$ cat config.mk
export PLATFORM = sky130hd
export DESIGN_NAME = spu_reg_player
export DESIGN_NICKNAME = d
export VERILOG_FILES = /design/src/rtl/spu_reg_player_pkg.sv /design/src/rtl/spu_reg_player.sv
export SDC_FILE = /design/constraint.sdc
export NUM_CORES = 1
export LEC_CHECK = 0
export ABC_AREA = 1
export BUFFER_PORTS_ARGS = -buffer_cell sky130_fd_sc_hd__buf_2
export CORE_AREA = 2 2 74 76
export CTS_CLUSTER_DIAMETER = 40
export CTS_CLUSTER_SIZE = 12
export DETAILED_ROUTE_END_ITERATION = 6
export DIE_AREA = 0 0 76 78
export PLACE_DENSITY = 0.68
export SYNTH_ARGS = -nofsm -noshare
export SYNTH_HDL_FRONTEND = slang
export SYNTH_SLANG_ARGS = --single-unit
$ cat constraint.sdc
create_clock -name clk -period 4.2 [get_ports clk]
set_input_delay 0.84 -clock clk [delete_from_list [all_inputs] [get_ports clk]]
set_output_delay 0.84 -clock clk [all_outputs]
set_load 0.005 [all_outputs]
$ cat src/rtl/spu_reg_player_pkg.sv
// Shared definitions for the SPU register player: opcodes, bus addresses,
// the legal register window and the player state encoding.
package spu_reg_player_pkg;

    // Op byte values that are commands rather than register addresses
    localparam logic [7:0] OP_WAIT = 8'h00;
    localparam logic [7:0] OP_POLL = 8'h01;
    localparam logic [7:0] OP_END  = 8'hFF;

    // CPU-side view of the SPU register page
    localparam logic [15:0] SPU_PAGE_BASE = 16'hFF00;
    localparam logic [15:0] ADDR_NR52     = 16'hFF26;

    // Register windows a plain write may target: FF10-FF26 and wave RAM FF30-FF3F
    localparam logic [7:0] WR_LO_A = 8'h10;
    localparam logic [7:0] WR_HI_A = 8'h26;
    localparam logic [7:0] WR_LO_B = 8'h30;
    localparam logic [7:0] WR_HI_B = 8'h3F;

    // Shared tick counter: wide enough for 256 WAIT ticks and 1023 POLL ticks
    localparam int CNT_W = 10;

    typedef enum logic [2:0] {
        IDLE,
        WR,
        WAIT,
        RD,
        CHK,
        PWAIT,
        OFF,
        HALT
    } state_e;

    typedef enum logic [2:0] {
        CMD_WRITE,
        CMD_WAIT,
        CMD_POLL,
        CMD_END,
        CMD_ILLEGAL
    } cmd_kind_e;

    // True when the op byte names a register the player may write
    function automatic logic is_reg_addr(input logic [7:0] op);
        return ((op >= WR_LO_A) && (op <= WR_HI_A)) ||
               ((op >= WR_LO_B) && (op <= WR_HI_B));
    endfunction

    // Classify an op byte into the command it represents
    function automatic cmd_kind_e decode_op(input logic [7:0] op);
        cmd_kind_e kind;
        if (op == OP_WAIT) begin
            kind = CMD_WAIT;
        end else if (op == OP_POLL) begin
            kind = CMD_POLL;
        end else if (op == OP_END) begin
            kind = CMD_END;
        end else if (is_reg_addr(op)) begin
            kind = CMD_WRITE;
        end else begin
            kind = CMD_ILLEGAL;
        end
        return kind;
    endfunction

endpackage

$ cat src/rtl/spu_reg_player.sv
// SPU register player: consumes 16-bit commands and replays them onto the
// CPU-side SPU register bus as single-cycle write/read strobes, with
// tick-timed waits, NR52 status polling and a halt/resume point.
// Optional build macro SPU_PLAYER_MUTE_ON_HALT_EN: when defined, END first
// writes FF26=00 (powering the SPU off) before entering HALT.
module spu_reg_player
    import spu_reg_player_pkg::*;
#(
    parameter int unsigned POLL_MAX = 1023
) (
    input  logic        clk,
    input  logic        rst,
    input  logic        cmd_valid,
    output logic        cmd_ready,
    input  logic [15:0] cmd_data,
    input  logic        tick,
    input  logic        resume,
    output logic [15:0] spu_addr,
    output logic [7:0]  spu_data,
    output logic        spu_read,
    output logic        spu_write,
    input  logic [7:0]  spu_bus_out,
    input  logic        spu_bus_oe,
    output logic        busy,
    output logic        halted,
    output logic        err
);

    // Poll gives up on the tick that would take the counter to POLL_MAX
    localparam logic [CNT_W-1:0] POLL_LAST = CNT_W'(POLL_MAX - 1);

    state_e           state_q, state_d;
    logic [7:0]       op_q, op_d;
    logic [7:0]       dat_q, dat_d;
    logic [CNT_W-1:0] cnt_q, cnt_d;
    logic             err_q, err_d;

    cmd_kind_e        cmd_kind;
    logic             poll_busy;

    assign cmd_kind  = decode_op(cmd_data[15:8]);
    assign poll_busy = (spu_bus_out & {4'h0, dat_q[3:0]}) != 8'h00;
    assign err       = err_q;

    // State register; reset abandons whatever command was in flight
    always_ff @(posedge clk) begin
        if (rst) begin
            state_q <= IDLE;
        end else begin
            state_q <= state_d;
        end
    end

    // Latched command bytes, shared tick counter and sticky error flag
    always_ff @(posedge clk) begin
        if (rst) begin
            op_q  <= 8'h00;
            dat_q <= 8'h00;
            cnt_q <= '0;
            err_q <= 1'b0;
        end else begin
            op_q  <= op_d;
            dat_q <= dat_d;
            cnt_q <= cnt_d;
            err_q <= err_d;
        end
    end

    // Next-state logic: command decode on accept, tick counting, poll checks
    always_comb begin
        state_d = state_q;
        op_d    = op_q;
        dat_d   = dat_q;
        cnt_d   = cnt_q;
        err_d   = err_q;
        case (state_q)
            IDLE: begin
                if (cmd_valid) begin
                    op_d  = cmd_data[15:8];
                    dat_d = cmd_data[7:0];
                    case (cmd_kind)
                        CMD_WRITE: begin
                            state_d = WR;
                        end
                        CMD_WAIT: begin
                            cnt_d   = {2'b00, cmd_data[7:0]};
                            state_d = WAIT;
                        end
                        CMD_POLL: begin
                            cnt_d   = '0;
                            state_d = RD;
                        end
                        CMD_END: begin
`ifdef SPU_PLAYER_MUTE_ON_HALT_EN
                            state_d = OFF;
`else
                            state_d = HALT;
`endif
                        end
                        default: begin
                            err_d = 1'b1;
                        end
                    endcase
                end
            end
            WR: begin
                state_d = IDLE;
            end
            WAIT: begin
                if (tick) begin
                    if (cnt_q == '0) begin
                        state_d = IDLE;
                    end else begin
                        cnt_d = cnt_q - CNT_W'(1);
                    end
                end
            end
            RD: begin
                state_d = CHK;
            end
            CHK: begin
                if (!spu_bus_oe) begin
                    err_d   = 1'b1;
                    state_d = IDLE;
                end else if (!poll_busy) begin
                    state_d = IDLE;
                end else begin
                    state_d = PWAIT;
                end
            end
            PWAIT: begin
                if (tick) begin
                    if (cnt_q == POLL_LAST) begin
                        err_d   = 1'b1;
                        state_d = IDLE;
                    end else begin
                        cnt_d   = cnt_q + CNT_W'(1);
                        state_d = RD;
                    end
                end
            end
            OFF: begin
                state_d = HALT;
            end
            HALT: begin
                if (resume) begin
                    state_d = IDLE;
                end
            end
            default: begin
                state_d = IDLE;
            end
        endcase
    end

    // Bus and status outputs decoded purely from state so strobes last one cycle
    always_comb begin
        cmd_ready = 1'b0;
        busy      = 1'b1;
        halted    = 1'b0;
        spu_read  = 1'b0;
        spu_write = 1'b0;
        spu_addr  = 16'h0000;
        spu_data  = 8'h00;
        case (state_q)
            IDLE: begin
                cmd_ready = 1'b1;
                busy      = 1'b0;
            end
            WR: begin
                spu_write = 1'b1;
                spu_addr  = SPU_PAGE_BASE | {8'h00, op_q};
                spu_data  = dat_q;
            end
            RD: begin
                spu_read = 1'b1;
                spu_addr = ADDR_NR52;
            end
            OFF: begin
                spu_write = 1'b1;
                spu_addr  = ADDR_NR52;
                spu_data  = 8'h00;
            end
            HALT: begin
                halted = 1'b1;
            end
            default: begin
                busy = 1'b1;
            end
        endcase
    end

endmodule

## Yosys cells after proc, flatten, opt, wreduce, memory -nomap -nowiden

Index checks and enable logic that the tools add are counted.

| storage, ports and cells | value |
|---|---|
| bits in registers | 30 |
| output and inout bits | 30 |
| word-level logic and storage cells | 88 |

| cells by class | value |
|---|---|
| add/subtract/negate cells | 2 |
| $lt $le $gt $ge | 4 |
| equality and inequality tests | 25 |
| multiplexer cells | 34 |
| bitwise operators | 1 |
| reductions and logical operators | 17 |

Operator list:

| cell | number |
|---|---|
| $mux W10 | 5 |
| $mux W3 | 11 |
| $pmux W16 S2 | 1 |
| $pmux W10 S3 | 1 |
| $pmux W3 S8 | 1 |
| $ne A2 B2 Y1 const B | 10 |
| $pmux W10 S2 | 1 |
| $le A8 B6 Y1 const B | 2 |
| $eq A3 B2 Y1 const B | 4 |
| $eq A3 B3 Y1 const B | 4 |
| $pmux W3 S4 | 1 |
| $reduce_and A6 Y1 | 2 |
| $add A10 B1 Y10 const B | 1 |
| $eq A10 B10 Y1 const B | 1 |
| $logic_not A10 Y1 | 1 |
| $mux W1 | 10 |
| $sub A10 B1 Y10 const B | 1 |
| $and A8 B4 Y8 | 1 |
| $eq A8 B1 Y1 const B | 1 |
| $eq A8 B8 Y1 const B | 1 |
| $ge A8 B5 Y1 const B | 1 |
| $ge A8 B6 Y1 const B | 1 |
| $logic_not A8 Y1 | 1 |
| $mux W8 | 1 |
| other kinds (14) | 19 |

## Logic depth before layout (Yosys ltp)

| depth | value |
|---|---|
| depth in word-level cells | 12 |
| mapped depth | 14 |
| depth with buffers taken out | 14 |

## Worst setup path after synthesis

Ideal clock, no wire load.

| timing path | value |
|---|---|
| kind | register to output |
| start point | register state_q[2] |
| end point | output port spu_addr[10] |
| arrival | 1.368 ns |
| path slack | 1.992 ns |
| cell stages (with the launch flop) | 6 |
| path through | dfxtp_1 > inv_2 > nand2_1 > clkbuf_1 > nand2_1 > buf_4 |

| on the way | value |
|---|---|
| cells in the longest elaborated chain, start to end | 3 |
| elaborated cells on any way between the ends | 5 |

RTL lines:

| item | line | RTL |
|---|---|---|
| start: declaration | spu_reg_player.sv:32 | `state_e state_q, state_d;` |
| start signal: assignment | spu_reg_player.sv:50 | `state_q <= state_d;` |
| $eq A3 B3 Y1 or $eq A3 B2 Y1 (tied branches) | spu_reg_player.sv:165 | `case (state_q)` |
| $reduce_or A2 Y1 (no source line) | - |  |
| $pmux W16 S2 (*) | spu_reg_player.sv:165 |  |
| end: declaration | spu_reg_player.sv:18 | `output logic [15:0] spu_addr,` |

Mark *: on every way between the ends. The rest lies on a longest branch, timed or not.

## Worst setup path in the final report

| timing path | value |
|---|---|
| start point | register state_q[0] |
| end point | output port spu_addr[13] |

The elaborated chain is that of the path after synthesis.

==> flow_summary.ini <==
[finish]
fillers = 537
diodes = 0
drive_gt1_frac = 0.197
nNetsFinal = 460
area_growth_syn_to_layout_pct = 16.6
final_area_um2 = 2600

[critical_path]
crit_top_cell = nand2_1
worstPathMaxFanout = 18
start_kind = flip-flop
endpoint_kind = output pin
required_ps = 3360
crit_path_top_delay_cell = dfxtp_1
crit_chain = inv_1, nor2_1, nand2_1, nand2_1, buf_2
critPathKind = reg -> out
worstPathArrival_ps = 1830
max_stage_delay_ps = 490

[yosys]
syn_inst = 373
yosys-top-cells-count = nand2_1 (94), nor2_1 (74), inv_1 (43)
synth_top_cell_area_share = 0.270
syn_area_per_cell_um2 = 5.97
ys_async_sr_fraction = 0
ys.flop_type = dfxtp_1
synth_edf_count = 0
synthTopCellsByArea = dfxtp_1 (27%), nand2_1 (16%), nor2_1 (12%)
synth_seq_cells = 30
synth_nets = 412
yosysSeqAreaShare = 0.270
yosysTopAreaCell = dfxtp_1
ys_warn_count = 0
ys_types = 30
synth_area_um2 = 2230
synthMostInstantiatedCell = nand2_1

[place]
place_area_um2 = 2500
io_buffers = 55
gp_congestion = 0.837
pre_cts_ws_ps = 1810
hpwl_um = 4320

[clocking]
post_cts_buffers = 0
cts_tree = yes
ctsHoldBuffers = 0
cts_buffers = 5
insertion_delay_ps = 300
cts.path.max_buffers = 2
cts_num_sinks = 30
htreeDepth = 2
clk_pin_slew_worst_paths_ps = 70
ctsRootBufferMaster = clkbuf_8
ctsResizeCount = 0

[route]
num_vias = 2415
wl_um = 5720
routed-wl-met3_um = 310
ant_nets = 0
wl_met2_um = 2550
drc = 0
wl_per_cell_um = 11.6
wl_met1_um = 2740
routed.top_layer = met4
drtIter0Drc = 82
vias_per_cell = 4.91
drt_first_pass_iters = 4

[grt]
grt_pass1_vias = 2198
antenna_found_initial = 0
gr-usage-all-layers = 0.204
grt_max_degree = 33
grt_overflow_total = 0
grt_pass1_wl_um = 9940

[sta]
relSlewSlack = 0.411
finalHoldViolCount = 0
layout_setup_ws_ps = 1530
rsz0062_at_grt = no
fmax_mhz = 375
min_period_ps = 2670
slew_viol_final = 0
fin_worst_skew_ps = 12.5
worst_pin_slew_ps = 882
setup_viol = 0
setup_tns_ps = 0
timing.final.crit_share = 0.635

[min_path]
hold_path.class = reg -> reg

[power]
pwr_density_cell_nw_per_um2 = 639
leakagePower_nw = 1.36
ir_drop_v = 0.000240

[floorplan]
ioPinCount = 60
fp-row-count = 26
dieHeight_um = 78
core_area_um2 = 5040
die_area_um2 = 5930
die_w_um = 76
start_util = 0.442

[run]
drv_cap = 0

[outcome]
status = finished, final reports clean
power by group:
part           internal [mW]  total, mW  switching, mW
clock                  0.132      0.251          0.119
combinational          0.349      0.960          0.611
sequential             0.377      0.450         0.0731
metal layers:
metal,global-route usage,up-vias
li1,-,1272
met5,0,-
met1,0.265,1081
met2,0.333,53
met4,0.0782,0
met3,0.0453,9
worst max-delay path: cells and delay by family (launching register included):
family                 cells  cell delay, ps
DFF                        1             490
and+or+nand+nor            3             790
buffers and inverters      2             240
kinds of logic after synthesis:
kind of cell / count (synthesis) / synth area share
and+or+nand+nor: 208 / 0.401
AOI/OAI and AO/OA: 64 / 0.153
buffers and inverters: 61 / 0.119
DFF: 30 / 0.270
adders and majority gates: 9 / 0.0539
xor gates and xnor gates: 1 / 0.00393
cells in the final DEF, fill, tap and decap left out, types with 2 or more instances in the layout:
cell type / instances
nor2_2: 4
nand3_2: 3
nand4_1: 7
inv_2: 4
or2_2: 2
ha_1: 8
dfxtp_1: 30
nor2_4: 2
a21oi_1: 26
nand3_1: 15
buf_2: 55
nand2_2: 3
nand3b_1: 2
o21ai_0: 29
nor2_1: 74
o21ai_1: 5
nand2_1: 94
clkbuf_8: 6
inv_1: 43
stage by stage:
step | power, mW | cells | hold WS (ps) | utilization
floorplan | 1.22 | 373 | 425 | -
global placement | 1.39 | 484 | 438 | 0.496
detailed placement | 1.41 | 484 | 442 | 0.496
CTS | 1.67 | 492 | 452 | 0.515
global route | 1.84 | 492 | 477 | 0.515
finish | 1.66 | 492 | 447 | 0.515
final timing paths:
kind / from / end / slack, ps / cells after the start
max: state_q[0]$_SDFFE_PP0P_ / spu_addr[13] / 1530 / 5
max reg2reg: state_q[0]$_SDFFE_PP0P_ / cnt_q[7]$_SDFFE_PP0P_ / 1980 / 13
min reg2reg: op_q[1]$_SDFFE_PP0P_ / op_q[1]$_SDFFE_PP0P_ / 450 / 2
min: op_q[1]$_SDFFE_PP0P_ / op_q[1]$_SDFFE_PP0P_ / 450 / 2
state kept, by name (all words and copies together), names as in the netlist:
signal / flops
cnt_q: 10
dat_q: 8
err: 1
op_q: 8
state_q: 3
final cells by class:
type / count / area [µm²] / share of cell area
Clock buffer: 6 / 82.6 / 0.0318
Multi-Input combinational cell: 282 / 1360 / 0.525
Timing Repair Buffer: 55 / 275 / 0.106
Inverter: 47 / 176 / 0.0679
Tap cell: 70 / 87.6 / 0.0337
Sequential cell: 30 / 601 / 0.231
Clock inverter: 2 / 12.5 / 0.00482
(Power assumes the default switching activity.)
